$ cat config.mk
export PLATFORM = sky130hd
export DESIGN_NAME = pulpemu_clk_div_multi
export DESIGN_NICKNAME = d
export VERILOG_FILES = /design/src/rtl/pulpemu_clk_div_multi.sv
export SDC_FILE = /design/constraint.sdc
export NUM_CORES = 1
export LEC_CHECK = 0
export CAP_MARGIN = 20
export CORE_MARGIN = 4
export CORE_UTILIZATION = 68
export DETAILED_ROUTE_END_ITERATION = 7
export PLACE_DENSITY = 0.94
export SETUP_SLACK_MARGIN = 0.1
export SKIP_LAST_GASP = 1
export SLEW_MARGIN = 20
export SYNTH_ARGS = -nofsm -noshare
export SYNTH_HDL_FRONTEND = slang
export SYNTH_SLANG_ARGS = --single-unit
$ cat constraint.sdc
create_clock -name clk_i -period 20.1 [get_ports clk_i]
set_input_delay 3.015 -clock clk_i [delete_from_list [all_inputs] [get_ports clk_i]]
set_output_delay 3.015 -clock clk_i [all_outputs]
set_load 0.01 [all_outputs]
$ cat src/rtl/pulpemu_clk_div_multi.sv
`timescale 1ns/1ps
// Multi-channel programmable clock divider: NB_CHANNELS divided clocks from clk_i, each with
// a runtime divisor and enable that take effect only on period boundaries or a global sync.
module pulpemu_clk_div_multi #(
   parameter int NB_CHANNELS = 2,
   parameter int CNT_WIDTH   = 16,
   parameter int DEFAULT_DIV = 256,
   parameter int CH_W        = (NB_CHANNELS > 1) ? $clog2(NB_CHANNELS) : 1
) (
   input  logic                   clk_i,
   input  logic                   rstn_i,
   input  logic                   cfg_valid_i,
   output logic                   cfg_ready_o,
   input  logic [CH_W-1:0]        cfg_ch_i,
   input  logic [CNT_WIDTH-1:0]   cfg_div_i,
   input  logic                   cfg_en_i,
   input  logic                   sync_i,
   output logic [NB_CHANNELS-1:0] clk_o,
   output logic [NB_CHANNELS-1:0] tick_o
);

   localparam int NB_SLOTS = 1 << CH_W;

   typedef logic [CNT_WIDTH-1:0] cnt_t;

   localparam cnt_t RST_DIV = cnt_t'(DEFAULT_DIV);

   // Divisors 0 and 1 are stored as written but run as a period of 2.
   function automatic cnt_t eff_div(input cnt_t div);
      return (div < cnt_t'(2)) ? cnt_t'(2) : div;
   endfunction

   function automatic cnt_t low_len(input cnt_t d);
      return d - (d >> 1);
   endfunction

   // Slots past the last channel read as never busy, so requests to them are accepted and dropped.
   logic [NB_SLOTS-1:0] busy;

   assign cfg_ready_o = !busy[cfg_ch_i];

   if (NB_SLOTS > NB_CHANNELS) begin : g_pad
      assign busy[NB_SLOTS-1:NB_CHANNELS] = '0;
   end

   for (genvar g = 0; g < NB_CHANNELS; g++) begin : g_ch
      cnt_t cnt_q, div_q, pend_div_q;
      cnt_t cnt_d, div_d, d_cur, d_nxt, l_nxt;
      logic en_q, pend_q, pend_en_q, clk_q, tick_q;
      logic en_d, pend_d, last, xfer, apply;

      always_comb begin
         // NOTE: every signal gets its default before any branch, so no path leaves one unassigned (no latch).
         d_cur  = eff_div(div_q);
         last   = (cnt_q == d_cur - cnt_t'(1));
         xfer   = cfg_valid_i && !pend_q && (cfg_ch_i == CH_W'(g));
         apply  = pend_q && (!en_q || last || sync_i);
         div_d  = div_q;
         en_d   = en_q;
         pend_d = pend_q | xfer;
         cnt_d  = '0;
         if (apply) begin
            div_d  = pend_div_q;
            en_d   = pend_en_q;
            pend_d = 1'b0;
         end else if (en_q && !last && !sync_i) begin
            cnt_d = cnt_q + cnt_t'(1);
         end
         // Outputs are registered from the next-cycle count and divisor.
         d_nxt = eff_div(div_d);
         l_nxt = low_len(d_nxt);
      end

      always_ff @(posedge clk_i or negedge rstn_i) begin
         // NOTE: non-blocking assignments keep every flop sampling pre-edge values.
         if (!rstn_i) begin
            cnt_q  <= '0;
            div_q  <= RST_DIV;
            en_q   <= 1'b1;
            pend_q <= 1'b0;
            clk_q  <= 1'b0;
            tick_q <= 1'b0;
         end else begin
            cnt_q  <= cnt_d;
            div_q  <= div_d;
            en_q   <= en_d;
            pend_q <= pend_d;
            clk_q  <= en_d && (cnt_d >= l_nxt);
            tick_q <= en_d && (cnt_d == l_nxt);
         end
      end

      // NOTE: the shadows are only consumed while pend_q is set, so they carry no reset.
      always_ff @(posedge clk_i) begin
         if (xfer) begin
            pend_div_q <= cfg_div_i;
            pend_en_q  <= cfg_en_i;
         end
      end

      assign busy[g]   = pend_q;
      assign clk_o[g]  = clk_q;
      assign tick_o[g] = tick_q;
   end

endmodule

==> flow_metrics.tcl <==
set metrics [dict create \
    hold_start "g_ch[0].pend_div_q[0]" \
    io_buffers 26 \
    max-cap-violations 0 \
    wirelength_microns 19990 \
    via_per_inst 6.616 \
    yosysMostFrequentCell "nor2_1" \
    drc 0 \
    cts_root_buffer "clkbuf_16" \
    cts_tree "built" \
    cts_resized 0 \
    rr_endpoint "g_ch[0].clk_q" \
    ys_seq_elements 106 \
    ff2ff_setup_slack_ns 10.72 \
    layout.nets 929 \
    setup.worst_path.class "flop to flop" \
    clk_pin_slew_worst_paths_ns 0.07 \
    ctsHoldBuffers 0 \
    postCtsSetupBuffers 0 \
    setup_viol 0 \
    clock-sinks 106 \
    die_width_microns 116.5 \
    async_reset_ff_frac 0.6792 \
    worst_r2r_startpoint "g_ch[0].div_q[9]" \
    ios 27 \
    p_leak_nw 3.699 \
    synth_top_area_frac 0.2127 \
    slowest_delay_ns 0.59 \
    syn_area_per_cell_sq_um 9.629 \
    antenna_found_initial 0 \
    rsz0062_at_grt "no" \
    seq_area_frac_synth 0.3534 \
    wire_per_inst_microns 20.21 \
    ys_types 80 \
    grt_pass1_wl_microns 31770 \
    overflow 0 \
    hold_viol_final 0 \
    fmax_mhz 106.6 \
    routabilityCongestion 0.9175 \
    final_antenna_net_count 0 \
    critPathMaxFanout 35 \
    dp_cells 973 \
    dieArea_sq_mm 0.01357 \
    min_path_cells 1 \
    rr_worst_depth 39 \
    synth_area_leaders "dfrtp_1 21%, edfxtp_1 13%, ha_1 10%, mux2_2 7.2%, xnor2_1 5.4%" \
    postSynthCellCount 831 \
    dp_worst_setup_slack_ns 10.61 \
    yosys_warnings 0 \
    grt_pass1_vias 6138 \
    fin_setup_tns_ns 0 \
    setup_ws_ns 10.72 \
    drive_gt1_frac 0.1170 \
    crit_path_frequent_cell "ha_1" \
    slew_headroom 0.3289 \
    vias 6543 \
    first_pass_iters 6 \
    tightest_slew_ns 1.007 \
    coreArea_sq_mm 0.01147 \
    synth_edf_count 34 \
    initial_core_util 0.6978 \
    syn_nets 919 \
    cp_num_buf_inv 3 \
    whs_endpoint "g_ch[0].div_q[0]" \
    period_minus_slack_ns 9.377 \
    final_cells 989 \
    period_share 0.4665 \
    antennaDiodeCount 0 \
    arrival_ns 9.60 \
    die_h_microns 116.5 \
    crit_path_top_delay_cell "nor4_2" \
    slew_viol_final 0 \
    clockBufferDepth 2 \
    synth_area_sq_mm 0.008001 \
    worst_setup_path_end_kind "flop" \
    crit_family "simple AND/OR/NAND/NOR gates" \
    synthTopCellsByCount "74 x nor2_1, 68 x dfrtp_1, 66 x ha_1, 55 x inv_1, 51 x mux2_2" \
    cts_htree_levels 3 \
    grt_max_degree 73 \
    drt-initial-drc-count 670 \
    vdd_drop_max_mv 0.1715 \
    ys.flop_type "dfrtp_1" \
    fin_util 0.7502 \
    clock_latency_ns 0.36 \
    status "completed" \
    grt_use_total 0.3051 \
    powerDensity_mw_per_mm2 167.3 \
    hp-class "flop to flop" \
    dpl.hpwl_microns 14710 \
    critPathRequiredTime_ns 20.33 \
    area_growth_pct 7.521 \
    cts_buffers 9 \
    finClkSkew_ns 0.006019 \
    startpoint_type "flop" \
    num_rows 39 \
    yosys.area.top_type "dfrtp_1" \
]
## metal layers
metal | routed length (microns) | track usage | up-vias
met1 | 8530 | 0.4305 | 3149
li1 | - | - | 3008
met2 | 9160 | 0.4737 | 341
met3 | 1853 | 0.07150 | 45
met5 | 0 | 0 | -
met4 | 439 | 0.08739 | 0
## stage by stage
step / total power, mW / cell area, sq um / hold WS (ns)
2_1_floorplan: 1.014 / 8001 / 0.4667
3_3_place_gp: 1.189 / 8325 / 0.5030
3_5_place_dp: 1.226 / 8325 / 0.4958
4_1_cts: 1.413 / 8603 / 0.5130
5_1_grt: 1.542 / 8603 / 0.5179
6_report: 1.439 / 8603 / 0.5056
## cell usage in the layout, fill, tap and decap left out, types with 4 or more instances in the layout
cell type / n
dfstp_2: 4
nand4_1: 16
inv_1: 55
mux2i_1: 11
nor4_1: 7
o31ai_1: 6
o21bai_1: 6
mux2_2: 51
xor2_1: 48
nand3_1: 38
clkdlybuf4s50_1: 25
or4_1: 7
clkbuf_16: 9
buf_4: 4
or2_2: 5
nor3b_1: 6
nor3_1: 13
o21ai_0: 22
dfrtp_1: 68
a31oi_1: 7
and2_1: 5
nand2_1: 27
nand3b_1: 4
edfxtp_1: 34
a21oi_1: 42
xnor2_1: 49
ha_1: 66
nor2_1: 74
a21o_1: 14
or3_1: 5
nor2b_1: 13
and3_1: 15
nand2b_1: 15
## how the worst max path moves through the flow
stage                                start            end  cells after the start
final                     g_ch[0].div_q[9]  g_ch[0].clk_q                     39
after floorplan                     sync_i  g_ch[0].clk_q                     31
after CTS                 g_ch[0].div_q[9]  g_ch[0].clk_q                     39
after global routing      g_ch[0].div_q[9]  g_ch[0].clk_q                     39
after detailed placement            sync_i  g_ch[0].clk_q                     32
after global placement              sync_i  g_ch[0].clk_q                     32
## where the power goes
group          internal (mW)  leakage (nW)  switching [mW]
combinational          0.405          2.34           0.505
sequential             0.267          1.23          0.0916
clock                 0.0856         0.126          0.0853
## cell families after synthesis
| group | after synthesis | synth area share |
|---|---|---|
| flip-flops | 106 | 0.3534 |
| AND/OR/NAND/NOR | 273 | 0.1869 |
| buffers and inverters | 85 | 0.04441 |
| multiplexers | 63 | 0.08835 |
| AO/OA/AOI/OAI | 141 | 0.1176 |
| adder cells (fa/ha/maj) | 66 | 0.1032 |
| XOR/XNOR | 97 | 0.1062 |
## cell type report
type / instances / area (sq um)
Tap cell: 143 / 178.9
Timing Repair Buffer: 29 / 280.3
Inverter: 55 / 206.4
Clock buffer: 10 / 229.0
Sequential cell: 106 / 2828
Fill cell: 725 / 2864
Multi-Input combinational cell: 640 / 4832
Clock inverter: 6 / 48.80
## registers in the layout, summed over array words and instances (netlist names)
signal	cells
g_ch.en_q	2
g_ch.pend_en_q	2
g_ch.div_q	32
g_ch.cnt_q	32
g_ch.pend_div_q	32
g_ch.tick_q	2
g_ch.pend_q	2
g_ch.clk_q	2
Note: power is estimated with default switching activity, not from simulation.
